File: config.mk
export PLATFORM = sky130hd
export DESIGN_NAME = control_pipe
export DESIGN_NICKNAME = d
export VERILOG_FILES = /design/src/rtl/ctrl_pkg.sv /design/src/rtl/control_decode.sv /design/src/rtl/control_pipe.sv
export SDC_FILE = /design/constraint.sdc
export NUM_CORES = 1
export LEC_CHECK = 0
export BUFFER_PORTS_ARGS = -buffer_cell sky130_fd_sc_hd__buf_2
export CORE_UTILIZATION = 50
export DETAILED_ROUTE_END_ITERATION = 10
export GPL_ROUTABILITY_DRIVEN = 0
export PLACE_DENSITY_LB_ADDON = 0.05
export SETUP_SLACK_MARGIN = 0.5
export SYNTH_ARGS = -nofsm -noshare
export SYNTH_HDL_FRONTEND = slang
export SYNTH_HIERARCHICAL = 1
export SYNTH_SLANG_ARGS = --single-unit
File: constraint.sdc
create_clock -name clk -period 2.5 [get_ports clk]
set_input_delay 0.125 -clock clk [delete_from_list [all_inputs] [get_ports clk]]
set_output_delay 0.125 -clock clk [all_outputs]
set_load 0.01 [all_outputs]
File: src/rtl/ctrl_pkg.sv
// Shared decode encodings and the ID/EX control bundle.
// Imported by control_decode and control_pipe.
package ctrl_pkg;

  localparam logic [6:0] OP_R     = 7'b0110011;
  localparam logic [6:0] OP_I     = 7'b0010011;
  localparam logic [6:0] OP_L     = 7'b0000011;
  localparam logic [6:0] OP_S     = 7'b0100011;
  localparam logic [6:0] OP_B     = 7'b1100011;
  localparam logic [6:0] OP_JAL   = 7'b1101111;
  localparam logic [6:0] OP_JALR  = 7'b1100111;
  localparam logic [6:0] OP_LUI   = 7'b0110111;
  localparam logic [6:0] OP_AUIPC = 7'b0010111;

  localparam logic [6:0] F7_BASE = 7'b0000000;
  localparam logic [6:0] F7_ALT  = 7'b0100000;
  localparam logic [6:0] F7_M    = 7'b0000001;

  localparam logic [2:0] ALUOP_R     = 3'b000;
  localparam logic [2:0] ALUOP_I     = 3'b001;
  localparam logic [2:0] ALUOP_L     = 3'b010;
  localparam logic [2:0] ALUOP_S     = 3'b011;
  localparam logic [2:0] ALUOP_B     = 3'b100;
  localparam logic [2:0] ALUOP_J     = 3'b101;
  localparam logic [2:0] ALUOP_LUI   = 3'b110;
  localparam logic [2:0] ALUOP_AUIPC = 3'b111;

  localparam logic [2:0] IMM_I = 3'b000;
  localparam logic [2:0] IMM_S = 3'b001;
  localparam logic [2:0] IMM_B = 3'b010;
  localparam logic [2:0] IMM_U = 3'b011;
  localparam logic [2:0] IMM_J = 3'b100;

  localparam logic [1:0] RES_ALU = 2'b00;
  localparam logic [1:0] RES_MEM = 2'b01;
  localparam logic [1:0] RES_PC4 = 2'b10;

  localparam logic [2:0] MEM_W  = 3'b000;
  localparam logic [2:0] MEM_H  = 3'b001;
  localparam logic [2:0] MEM_B  = 3'b010;
  localparam logic [2:0] MEM_BU = 3'b011;
  localparam logic [2:0] MEM_HU = 3'b100;

  typedef struct packed {
    logic       regwrite;
    logic       memwrite;
    logic       memread;
    logic       alusrc;
    logic       jump;
    logic       branch;
    logic       jalr;
    logic [1:0] resultsrc;
    logic [3:0] aluop;
    logic [2:0] memctrl;
  } ctrl_bundle_t;

  localparam ctrl_bundle_t BUBBLE = '0;

endpackage

File: src/rtl/control_decode.sv
// Pure combinational RV32I(+M) control decoder.
// Ports: opcode/funct3/funct7 in; ctrl bundle, immsrc, rs use flags, illegal out.
module control_decode
  import ctrl_pkg::*;
#(
  parameter bit ENABLE_M = 1'b1
) (
  input  logic [6:0]   opcode_i,
  input  logic [2:0]   funct3_i,
  input  logic [6:0]   funct7_i,
  output ctrl_bundle_t ctrl_o,
  output logic [2:0]   immsrc_o,
  output logic         use_rs1_o,
  output logic         use_rs2_o,
  output logic         illegal_o
);

  logic is_r, is_i, is_l, is_s, is_b;
  logic is_jal, is_jalr, is_lui, is_auipc;

  assign is_r     = opcode_i == OP_R;
  assign is_i     = opcode_i == OP_I;
  assign is_l     = opcode_i == OP_L;
  assign is_s     = opcode_i == OP_S;
  assign is_b     = opcode_i == OP_B;
  assign is_jal   = opcode_i == OP_JAL;
  assign is_jalr  = opcode_i == OP_JALR;
  assign is_lui   = opcode_i == OP_LUI;
  assign is_auipc = opcode_i == OP_AUIPC;

  always_comb begin
    ctrl_o    = BUBBLE;
    immsrc_o  = IMM_I;
    use_rs1_o = 1'b0;
    use_rs2_o = 1'b0;
    illegal_o = 1'b0;
    unique case (1'b1)
      is_r: begin
        ctrl_o.regwrite = 1'b1;
        ctrl_o.aluop    = {1'b0, ALUOP_R};
        use_rs1_o       = 1'b1;
        use_rs2_o       = 1'b1;
        if (ENABLE_M && funct7_i == F7_M)
          ctrl_o.aluop[3] = 1'b1;
        else if (funct7_i != F7_BASE &&
                 funct7_i != F7_ALT)
          illegal_o = 1'b1;
      end
      is_i: begin
        ctrl_o.regwrite = 1'b1;
        ctrl_o.alusrc   = 1'b1;
        ctrl_o.aluop    = {1'b0, ALUOP_I};
        use_rs1_o       = 1'b1;
      end
      is_l: begin
        ctrl_o.regwrite  = 1'b1;
        ctrl_o.memread   = 1'b1;
        ctrl_o.alusrc    = 1'b1;
        ctrl_o.resultsrc = RES_MEM;
        ctrl_o.aluop     = {1'b0, ALUOP_L};
        use_rs1_o        = 1'b1;
        case (funct3_i)
          3'b000:  ctrl_o.memctrl = MEM_B;
          3'b001:  ctrl_o.memctrl = MEM_H;
          3'b010:  ctrl_o.memctrl = MEM_W;
          3'b100:  ctrl_o.memctrl = MEM_BU;
          3'b101:  ctrl_o.memctrl = MEM_HU;
          default: illegal_o      = 1'b1;
        endcase
      end
      is_s: begin
        immsrc_o        = IMM_S;
        ctrl_o.memwrite = 1'b1;
        ctrl_o.alusrc   = 1'b1;
        ctrl_o.aluop    = {1'b0, ALUOP_S};
        use_rs1_o       = 1'b1;
        use_rs2_o       = 1'b1;
        case (funct3_i)
          3'b000:  ctrl_o.memctrl = MEM_B;
          3'b001:  ctrl_o.memctrl = MEM_H;
          3'b010:  ctrl_o.memctrl = MEM_W;
          default: illegal_o      = 1'b1;
        endcase
      end
      is_b: begin
        immsrc_o      = IMM_B;
        ctrl_o.branch = 1'b1;
        ctrl_o.aluop  = {1'b0, ALUOP_B};
        use_rs1_o     = 1'b1;
        use_rs2_o     = 1'b1;
      end
      is_jal: begin
        immsrc_o         = IMM_J;
        ctrl_o.regwrite  = 1'b1;
        ctrl_o.jump      = 1'b1;
        ctrl_o.alusrc    = 1'b1;
        ctrl_o.resultsrc = RES_PC4;
        ctrl_o.aluop     = {1'b0, ALUOP_J};
      end
      is_jalr: begin
        ctrl_o.regwrite  = 1'b1;
        ctrl_o.jalr      = 1'b1;
        ctrl_o.alusrc    = 1'b1;
        ctrl_o.resultsrc = RES_PC4;
        ctrl_o.aluop     = {1'b0, ALUOP_J};
        use_rs1_o        = 1'b1;
      end
      is_lui: begin
        immsrc_o        = IMM_U;
        ctrl_o.regwrite = 1'b1;
        ctrl_o.alusrc   = 1'b1;
        ctrl_o.aluop    = {1'b0, ALUOP_LUI};
      end
      is_auipc: begin
        immsrc_o        = IMM_U;
        ctrl_o.regwrite = 1'b1;
        ctrl_o.alusrc   = 1'b1;
        ctrl_o.aluop    = {1'b0, ALUOP_AUIPC};
      end
      default: illegal_o = 1'b1;
    endcase
    // Illegal encodings travel as a bubble and must not cause a stall.
    if (illegal_o) begin
      ctrl_o    = BUBBLE;
      use_rs1_o = 1'b0;
      use_rs2_o = 1'b0;
    end
  end

endmodule

File: src/rtl/control_pipe.sv
// Decode control + ID/EX register, load-use hazard and MUL/DIV occupancy.
// Ports: D-stage fields and flushE in; immsrcD/illegalD/stalls and E controls out.
module control_pipe
  import ctrl_pkg::*;
#(
  parameter int REG_ADDR_W = 5,
  parameter bit ENABLE_M   = 1'b1,
  parameter int MUL_LAT    = 1,
  parameter int DIV_LAT    = 32,
  parameter int CNT_W      = 6
) (
  input  logic                  clk,
  input  logic                  rst_n,
  input  logic [6:0]            opcodeD,
  input  logic [2:0]            funct3D,
  input  logic [6:0]            funct7D,
  input  logic [REG_ADDR_W-1:0] rs1D,
  input  logic [REG_ADDR_W-1:0] rs2D,
  input  logic [REG_ADDR_W-1:0] rdD,
  input  logic                  flushE,
  output logic [2:0]            immsrcD,
  output logic                  illegalD,
  output logic                  stallF,
  output logic                  stallD,
  output logic                  regwriteE,
  output logic                  memwriteE,
  output logic                  memreadE,
  output logic                  alusrcE,
  output logic                  jumpE,
  output logic                  branchE,
  output logic                  jalrE,
  output logic [1:0]            resultsrcE,
  output logic [3:0]            aluopE,
  output logic [2:0]            memctrlE,
  output logic [REG_ADDR_W-1:0] rdE,
  output logic                  mdbusyE
);

  localparam logic [CNT_W-1:0] MUL_CNT = CNT_W'(MUL_LAT - 1);
  localparam logic [CNT_W-1:0] DIV_CNT = CNT_W'(DIV_LAT - 1);

  ctrl_bundle_t          dec;
  ctrl_bundle_t          ex_q, ex_d;
  logic [REG_ADDR_W-1:0] rd_q, rd_d;
  logic [CNT_W-1:0]      cnt_q, cnt_d;
  logic                  use1, use2;
  logic                  lu_haz, md_hold;

  control_decode #(
    .ENABLE_M (ENABLE_M)
  ) u_dec (
    .opcode_i  (opcodeD),
    .funct3_i  (funct3D),
    .funct7_i  (funct7D),
    .ctrl_o    (dec),
    .immsrc_o  (immsrcD),
    .use_rs1_o (use1),
    .use_rs2_o (use2),
    .illegal_o (illegalD)
  );

  assign md_hold = cnt_q != '0;
  assign lu_haz  = ex_q.memread && rd_q != '0 &&
                   ((use1 && rd_q == rs1D) ||
                    (use2 && rd_q == rs2D));

  assign stallF = lu_haz || md_hold;
  assign stallD = lu_haz || md_hold;

  always_comb begin
    ex_d  = ex_q;
    rd_d  = rd_q;
    cnt_d = cnt_q;
    if (md_hold) begin
      cnt_d = cnt_q - 1'b1;
    end else if (flushE || lu_haz) begin
      ex_d = BUBBLE;
      rd_d = '0;
    end else begin
      ex_d = dec;
      rd_d = illegalD ? '0 : rdD;
      // funct3[2] splits MUL* from DIV*/REM*.
      if (dec.aluop[3])
        cnt_d = funct3D[2] ? DIV_CNT : MUL_CNT;
    end
  end

  always_ff @(posedge clk or negedge rst_n) begin
    if (!rst_n) begin
      ex_q  <= BUBBLE;
      rd_q  <= '0;
      cnt_q <= '0;
    end else begin
      ex_q  <= ex_d;
      rd_q  <= rd_d;
      cnt_q <= cnt_d;
    end
  end

  assign regwriteE  = ex_q.regwrite;
  assign memwriteE  = ex_q.memwrite;
  assign memreadE   = ex_q.memread;
  assign alusrcE    = ex_q.alusrc;
  assign jumpE      = ex_q.jump;
  assign branchE    = ex_q.branch;
  assign jalrE      = ex_q.jalr;
  assign resultsrcE = ex_q.resultsrc;
  assign aluopE     = ex_q.aluop;
  assign memctrlE   = ex_q.memctrl;
  assign rdE        = rd_q;
  assign mdbusyE    = md_hold;

  // A branch cannot resolve while a MUL/DIV owns Execute.
  a_no_flush_in_hold: assert property (
    @(posedge clk) disable iff (!rst_n)
    !(flushE && md_hold)
  );

endmodule

==> impl_metrics.json, run 1 <==
{
  "status": "finished clean",
  "synth-compound-area-share_pct": 21.1,
  "cts.path.max_buffers": 2,
  "max-cap-violations": 0,
  "hold_start": "rdD[2]",
  "viasPerCell": 5.36,
  "hp-class": "in -> reg",
  "slew_headroom_pct": 60.7,
  "antenna_found_initial": 0,
  "setup_ws_ns": 0.527,
  "fin_crit_sh_pct": 78.9,
  "crit_buf_inv": 2,
  "yosys.area_share.adder_pct": 0.711,
  "drc": 0,
  "syn-num-nets": 251,
  "post_synth.cell_area_avg_um2": 8.18,
  "clock_sinks": 27,
  "grt_max_degree": 28,
  "grt_pass1_wl_um": 6890,
  "setup_violations": 0,
  "r2r.worst_path.cells": 8,
  "regArea_um2": 679,
  "timing.fmax_ghz": 0.507,
  "clk_pin_slew_worst_paths_ns": 0.13,
  "fin_crit_ns": 1.97,
  "hpwl_um": 3160,
  "holdPathStages": 3,
  "pre_cts_ws_ns": 0.0883,
  "r2r-end": "aluopE[3]",
  "die_area_um2": 3760,
  "core_area_um2": 3360,
  "area_growth_pct": 32.5,
  "synth_top_family_by_area": "simple AND/OR/NAND/NOR gates",
  "dr.first_iter.drc_count": 72,
  "cp-start-kind": "primary input",
  "grt_usage_pct": 24.8,
  "wl_per_cell_um": 13.4,
  "ioPinCount": 63,
  "skew_ns": 0.00769,
  "fp-row-count": 21,
  "cp_data_arrival_time_ns": 1.85,
  "multi_input_area_um2": 1060,
  "syn_inst": 215,
  "io_buffers": 62,
  "p_leak_nw": 1.08,
  "crit_family": "simple AND/OR/NAND/NOR gates",
  "setup_tns_ns": 0,
  "ys_types": 47,
  "peakVddDrop_mv": 0.719,
  "clkLatencyLatePin_ns": 0.32,
  "dieWidth_um": 61.3,
  "ys_seq_elements": 27,
  "synth.area.mux_share_pct": 0,
  "firstDrtPassIters": 4,
  "nets": 326,
  "synth_xor_area_share_pct": 5.97,
  "synthSimpleGateAreaFrac_pct": 28.0,
  "vias": 1797,
  "n_fill_cell": 322,
  "die_h_um": 61.3,
  "gr-total-overflow": 0,
  "reg2reg_from": "cnt_q[1]",
  "endpoint_kind": "primary output",
  "dpl.cell_count": 318,
  "regToRegSetupSlack_ns": 0.62,
  "yosysWarnings": 6,
  "drt-total-wl_um": 4470,
  "path_cells": "buf_6 -> or3_4 -> or2_4 -> o21ba_4 -> nor3_2 -> and2_1 -> a32oi_2 -> o21ai_2 -> buf_2",
  "yosysSeqAreaShare_pct": 38.4,
  "slew_viol_final": 0,
  "hold_violations": 0,
  "clock-root-buffer": "clkbuf_4",
  "tritoncts": "yes",
  "worst_pin_slew_ns": 0.589,
  "layoutNonFillerInstCount": 335,
  "drive_above_1_share_pct": 39.1,
  "whs_endpoint": "rdE[2]",
  "cp_max_fo": 5,
  "cts-buffers-inserted": 3,
  "rsz0062_at_grt": "yes",
  "postRouteAntennaNets": 0,
  "syn_area_um2": 1760,
  "antenna_cells": 0,
  "cp_slowest_cell": "or3_4",
  "start_util_pct": 52.3,
  "crit_cells": 9,
  "h-tree-depth": 1,
  "grt_pass1_vias": 1490,
  "worstPathRequired_ns": 2.38,
  "critical_path_class": "in -> out",
  "p_per_area_nw_per_um2": 554,
  "max_stage_delay_ns": 0.37
}
cell families after synthesis:
family,after synthesis
AND/OR/NAND/NOR,99
AO/OA/AOI/OAI,56
adder cells (fa/ha/maj),1
flip-flops,27
XOR/XNOR,12
buffers and inverters,20
timing repair:
| action | 4_1_cts | 5_1_grt |
|---|---|---|
| endpoints found under the setup margin | 20 | 19 |
| buffers inserted | 3 | 8 |
| hold buffers | 1 | 0 |
| hold endpoints to repair | 27 | 0 |
| pin swaps | 0 | 11 |
| gates resized for setup | 7 | 18 |
| cloned | 1 | 0 |
power by group:
group          total [mW]  switching, mW  internal (mW)
Clock               0.186          0.123         0.0625
Combinational       0.524          0.273          0.251
Sequential          0.581         0.0759          0.505
cell usage after synthesis, drive strengths merged:
cell | n | share of area (%)
nor2b | 2 | 0.71
a211oi | 3 | 1.3
xor2 | 9 | 4.5
nor2 | 9 | 1.9
a21oi | 9 | 2.6
or4b | 1 | 0.78
o21bai | 1 | 0.64
clkinv | 1 | 0.21
o22a | 1 | 0.57
xnor2 | 3 | 1.5
nand3 | 3 | 0.85
a211o | 1 | 0.50
nand2b | 4 | 1.4
nor3b | 1 | 0.71
or3 | 2 | 1.1
or4 | 1 | 0.64
a21boi | 1 | 0.43
o21ai | 24 | 7.0
inv | 8 | 1.7
ha | 1 | 0.71
nand2 | 54 | 12
o21ba | 1 | 0.57
o211ai | 1 | 0.43
o21a | 2 | 0.85
a31oi | 1 | 0.36
or2 | 1 | 0.50
o31ai | 6 | 3.4
and2 | 1 | 0.36
and3b | 1 | 0.57
nor4 | 6 | 3.0
clkbuf | 7 | 1.6
a2111oi | 2 | 1.0
a22oi | 1 | 0.43
buf | 4 | 2.3
o311ai | 1 | 0.50
a32oi | 1 | 0.50
dfrtp | 27 | 38
nor3 | 12 | 3.4
nand3b | 1 | 0.43
worst reg2reg max path: cells and delay by family, from the launching register on:
family          cells  cell delay [ns]
fa+ha+maj           1             0.15
flops               1             0.43
simple gates        2             0.42
buf+inv             4             0.54
compound gates      1             0.26
metrics by stage:
stage / instance area [um^2] / power [mW] / util, % / hold slack [ns]
CTS: 2210 / 1.21 / 65.6 / 0.0283
global placement: 2100 / 0.989 / 62.5 / 0.158
floorplan: 1760 / 0.862 / - / -0.171
global route: 2330 / 1.39 / 69.3 / 0.0135
finish: 2330 / 1.29 / 69.3 / 0.0341
detailed placement: 2100 / 0.993 / 62.5 / 0.160
sequential cells by signal, summed over array words and instances, names as in the netlist, 2 cells and up:
register / count
cnt_q: 6
resultsrcE: 2
memctrlE: 3
aluopE: 4
rdE: 5
layout by cell type, fill, tap and decap left out, types with 2 or more instances in the layout:
| master | instances |
|---|---|
| buf_2 | 61 |
| nand2_1 | 53 |
| dfrtp_1 | 24 |
| o21ai_0 | 18 |
| buf_4 | 15 |
| nor3_1 | 11 |
| xor2_1 | 9 |
| a21oi_1 | 9 |
| nor2_1 | 9 |
| inv_1 | 6 |
| o21ai_1 | 4 |
| nor4_2 | 3 |
| xnor2_1 | 3 |
| nand2b_1 | 3 |
| o31ai_1 | 3 |
| o31ai_2 | 3 |
| nand3_1 | 3 |
| clkbuf_4 | 3 |
| buf_6 | 3 |
| dfrtp_2 | 3 |
| a211oi_1 | 3 |
| inv_2 | 2 |
| o21ai_2 | 2 |
| o21a_1 | 2 |
| nor2b_1 | 2 |
| a2111oi_0 | 2 |
| nor4_1 | 2 |
worst max-delay path by stage:
stage | to | slack [ns] | from
final | stallF | 0.53 | opcodeD[2]
after global routing | stallD | 0.45 | opcodeD[2]
after CTS | mdbusyE | 0.49 | cnt_q[0]
after detailed placement | rdE[1] | 0.09 | opcodeD[3]
after global placement | rdE[0] | 0.15 | opcodeD[3]
after floorplan | cnt_q[0] | 0.39 | opcodeD[6]
layer usage:
layer  global-route usage, %  vias to the layer above  wire length (um)
met2                    40.1                       56              2140
met3                    4.20                        2               225
met4                    4.87                        0                19
li1                        -                      901                 -
met5                       0                        -                 0
met1                    35.4                      838              2090
final cells by class:
| type | instances | share of cell area, % |
|---|---|---|
| Inverter | 9 | 1.50 |
| Sequential cell | 27 | 29.1 |
| Multi-Input combinational cell | 168 | 45.3 |
| Clock buffer | 4 | 1.13 |
| Tap cell | 46 | 2.47 |
| Timing Repair Buffer | 81 | 20.5 |
Power figures use the tool's default switching activity.
==> inputs of run 2 (changes only) <==
Clock period 2.5 ns to 1.88 ns, I/O delays scaled along.
==> impl_metrics.json, run 2 (synthesis gave the netlist of run 1 again) <==
{
  "internal_power_mw": 1.16,
  "cts-buffers-inserted": 3,
  "area_growth_pct": 50.5,
  "cp_data_arrival_time_ns": 2.29,
  "grt_pass1_wl_um": 7510,
  "setup_tns_ns": -2.66,
  "dr.first_iter.drc_count": 132,
  "layout_commonest_cell": "buf_2",
  "firstDrtPassIters": 4,
  "grt_pass1_vias": 1660,
  "core_area_um2": 3360,
  "io_buffers": 62,
  "antenna_cells": 0,
  "n_fill_cell": 257,
  "clock_sinks": 27,
  "viasPerCell": 5.33,
  "timing.fmax_ghz": 0.486,
  "max-cap-violations": 0,
  "fin_crit_ns": 2.06,
  "worst_pin_slew_ns": 0.592,
  "fp-row-count": 21,
  "worstPathRequired_ns": 2.11,
  "largest_reg_flops": 6,
  "start_util_pct": 52.3,
  "cp-start-kind": "register",
  "die_h_um": 61.3,
  "max_stage_delay_ns": 0.44,
  "fin_hold_ws_ns": 0.110,
  "slew_viol_final": 0,
  "rsz0062_at_grt": "yes",
  "drc": 0,
  "p_per_area_nw_per_um2": 705,
  "dieWidth_um": 61.3,
  "violations": "setup timing",
  "hp-class": "in -> reg",
  "vias": 1929,
  "fin_crit_sh_pct": 109,
  "grt_usage_pct": 27.0,
  "pwr-share-clk_pct": 14.1,
  "setup_ws_ns": -0.176,
  "die_area_um2": 3760,
  "critical_path_class": "reg -> reg",
  "tritoncts": "yes",
  "cp_slowest_cell": "dfrtp_1",
  "postLayoutCoreUtil_pct": 78.7,
  "nets": 353,
  "slew_headroom_pct": 59.5,
  "ioPinCount": 63,
  "hpwl_um": 3270,
  "peakVddDrop_mv": 0.495,
  "cts.path.max_buffers": 2,
  "cp_max_fo": 7,
  "setup_violations": 28,
  "crit_buf_inv": 2,
  "grt_max_degree": 28,
  "skew_ns": 0.00444,
  "power_mw": 1.87,
  "power_frac_comb_pct": 45.1,
  "critPathMostFrequentCell": "buf_4",
  "wl_per_cell_um": 13.6,
  "final_cell_mix": "buf_2, nand2_1, buf_4",
  "status": "finished, violations left",
  "share_seq_of_total_power_pct": 40.8,
  "largest-register": "cnt_q",
  "stdcell_area_um2": 2650,
  "endpoint_kind": "register",
  "h-tree-depth": 1,
  "drt-total-wl_um": 4930,
  "clk_pin_slew_worst_paths_ns": 0.15,
  "place_area_um2": 2290,
  "p_sw_share_pct": 37.8,
  "p_leak_nw": 1.22,
  "clock-root-buffer": "clkbuf_4",
  "antenna_found_initial": 0,
  "p_sw_uw": 706,
  "hold_violations": 0,
  "postRouteAntennaNets": 0,
  "path_cells": "xor2_1 -> nor4_2 -> buf_4 -> a32oi_4 -> buf_4 -> o21bai_4 -> o21a_1 -> o21ai_1",
  "crit_family": "compound AO/OA/AOI/OAI gates",
  "gr-total-overflow": 0,
  "clkLatencyLatePin_ns": 0.33,
  "drive_above_1_share_pct": 43.4
}
run 2: changes by cell type in the layout (fill, tap and decap cells not counted), sizes merged:
cell | previous run | this run
buf | 80 | 101
clkbuf | 4 | 3
clkinv | 1 | 2
clkinvlp | 0 | 1
dlygate4sd3 | 1 | 6
run 2: worst paths after layout:
check / slack, ns / endpoint / depth (start not counted) / from
min in group asynchronous: 0.31 / jumpE / 2 / rst_n
setup reg to reg: -0.18 / cnt_q[0] / 8 / rdE[3]
hold reg to reg: 0.49 / regwriteE / 2 / regwriteE
hold / removal: 0.11 / cnt_q[4] / 4 / funct7D[6]
max in group asynchronous: 1.16 / rdE[2] / 2 / rst_n
setup / recovery: -0.18 / cnt_q[0] / 8 / rdE[3]
run 2: power by group through the flow:
stage	Combinational [mW]	Sequential, mW	Clock (mW)
3_5_place_dp	0.608	0.775	0
4_1_cts	0.793	0.758	0.268
6_report	0.842	0.762	0.263
3_3_place_gp	0.590	0.772	0
2_1_floorplan	0.377	0.776	0
5_1_grt	0.913	0.773	0.284
run 2: stage by stage:
stage	instances	worst slack (ns)
6_report	362	-0.176
3_3_place_gp	340	-0.346
2_1_floorplan	215	-0.199
5_1_grt	362	-0.254
3_5_place_dp	340	-0.401
4_1_cts	361	-0.163
run 2: layer usage:
layer	track usage [%]	part of all wire, %	vias up	routed length, um
met4	4.87	1.3	0	65
li1	-	-	958	-
met2	43.6	48	67	2390
met5	0	0	-	0
met3	3.15	5.2	7	258
met1	39.4	45	897	2210
run 2: timing repair:
item / in CTS / in global routing
hold buffers: 6 / 0
resized for setup: 30 / 6
hold endpoints to repair: 32 / 0
setup endpoints to repair: 30 / 30
cloned: 1 / 0
pin swaps: 10 / 3
buffers inserted: 10 / 1
run 2: worst min-delay path, stage by stage:
cell and delay, ns:
buf_2 0.11, nor3b_4 0.05, nand3_1 0.07, o211ai_1 0.08
run 2: area by class of cell:
type / count / area [um^2] / share of cell area [%]
sequential: 27 / 677 / 25.6
inverter: 9 / 46.3 / 1.75
timing repair inverter: 1 / 5.00 / 0.189
clock inverter: 1 / 7.51 / 0.284
multi-input combinational: 168 / 1100 / 41.7
tap: 46 / 57.6 / 2.17
timing repair buffer: 107 / 728 / 27.5
clock buffer: 3 / 22.5 / 0.851
==> inputs of run 3 (changes only) <==
Settings changed: RECOVER_POWER set to 100.
==> impl_metrics.json, run 3 (synthesis gave the netlist of run 1 again) <==
{
  "worst_pin_slew_ns": 1.42,
  "grt_pass1_wl_um": 7510,
  "power_mw": 1.86,
  "setup_violations": 28,
  "setup_ws_ns": -0.174,
  "endpoint_kind": "primary output",
  "max-cap-violations": 0,
  "h-tree-depth": 1,
  "clk_pin_slew_worst_paths_ns": 0.15,
  "postRouteAntennaNets": 0,
  "largest_reg_flops": 6,
  "firstDrtPassIters": 4,
  "pwr-share-clk_pct": 14.1,
  "dr.first_iter.drc_count": 145,
  "die_area_um2": 3760,
  "hpwl_um": 3270,
  "antenna_found_initial": 0,
  "slew_headroom_pct": 5.64,
  "tritoncts": "yes",
  "drc": 0,
  "grt_usage_pct": 27.0,
  "rsz0062_at_grt": "yes",
  "p_leak_nw": 1.15,
  "area_growth_pct": 49.4,
  "setup_tns_ns": -2.58,
  "clock_sinks": 27,
  "clkLatencyLatePin_ns": 0.33,
  "vias": 1934,
  "worstPathRequired_ns": 1.79,
  "drt-total-wl_um": 4950,
  "clock-root-buffer": "clkbuf_4",
  "dieWidth_um": 61.3,
  "final_cell_mix": "nand2_1, buf_2, buf_4",
  "hp-class": "in -> reg",
  "antenna_cells": 0,
  "cts.path.max_buffers": 2,
  "power_frac_comb_pct": 45.0,
  "wl_per_cell_um": 13.7,
  "drive_above_1_share_pct": 38.3,
  "pre_cts_ws_ns": -0.401,
  "timing.fmax_ghz": 0.487,
  "nets": 353,
  "slew_viol_final": 0,
  "fin_crit_ns": 2.05,
  "grt_pass1_vias": 1660,
  "layout_commonest_cell": "nand2_1",
  "start_util_pct": 52.3,
  "core_area_um2": 3360,
  "ioPinCount": 63,
  "fin_crit_sh_pct": 109,
  "critical_path_class": "reg -> out",
  "grt_max_degree": 28,
  "p_sw_share_pct": 37.9,
  "viasPerCell": 5.34,
  "p_per_area_nw_per_um2": 709,
  "status": "finished, violations left",
  "cp_max_fo": 3,
  "violations": "setup timing",
  "largest-register": "cnt_q",
  "die_h_um": 61.3,
  "gr-total-overflow": 0,
  "hold_violations": 0,
  "io_buffers": 62,
  "fp-row-count": 21,
  "peakVddDrop_mv": 0.498,
  "internal_power_mw": 1.16,
  "skew_ns": 0.00484,
  "cp-start-kind": "register",
  "share_seq_of_total_power_pct": 40.9,
  "cp_data_arrival_time_ns": 1.96,
  "postLayoutCoreUtil_pct": 78.1,
  "p_sw_uw": 707,
  "cts-buffers-inserted": 3
}
-- run 3: cell count changes in the layout (fill, tap and decap cells not counted) --
cell | previous run | this run
clkbuf_1 | 0 | 16
buf_2 | 57 | 41
-- run 3: path summary, 6_finish.rpt --
check / slack, ns / startpoint / end / cells past startpoint
min in group asynchronous: 0.62 / rst_n / aluopE[1] / 2
setup / recovery: -0.17 / rdE[3] / stallF / 7
max in group asynchronous: 0.34 / rst_n / rdE[2] / 2
setup reg to reg: -0.17 / rdE[3] / cnt_q[0] / 8
hold / removal: 0.11 / funct7D[6] / cnt_q[4] / 4
hold reg to reg: 0.50 / regwriteE / regwriteE / 2
-- run 3: per-layer routing --
layer / track usage, % / share of wire (%)
met5: 0 / 0
met2: 43.6 / 49
met4: 4.87 / 1.3
met1: 39.4 / 44
met3: 3.15 / 5.5
-- run 3: power groups by stage --
stage / logic [mW] / registers (mW) / clock network [mW]
2_1_floorplan: 0.377 / 0.776 / 0
3_3_place_gp: 0.590 / 0.772 / 0
3_5_place_dp: 0.608 / 0.775 / 0
4_1_cts: 0.793 / 0.758 / 0.268
5_1_grt: 0.909 / 0.774 / 0.284
6_report: 0.838 / 0.762 / 0.263
-- run 3: area by class of cell --
type                       count  area [um^2]
fill                         269          736
timing repair inverter         1         5.00
sequential                    27          677
tap                           46         57.6
multi-input combinational    168         1100
inverter                       9         46.3
clock buffer                   3         22.5
timing repair buffer         107          708
clock inverter                 1         7.51
-- run 3: critical path: stages, from the launching register on --
cell     delay (ns)
dfrtp_1        0.44
xor2_1         0.16
nor4_2         0.32
buf_4          0.18
a32oi_4        0.10
buf_4          0.16
o21ai_2        0.12
buf_2          0.15
-- run 3: repair_timing --
action,4_1_cts,5_1_grt
resized for setup,30,6
buffers inserted,10,1
hold endpoints to repair,32,0
setup endpoints to repair,30,30
pin swaps,10,3
cloned,1,0
hold buffers,6,0
-- run 3: per-stage QoR --
stage	instances	area (um^2)	hold WS (ns)
detailed placement	340	2290	0.129
floorplan	215	1780	-0.202
finish	362	2630	0.111
CTS	361	2620	0.108
global placement	340	2290	0.128
global route	362	2630	0.129
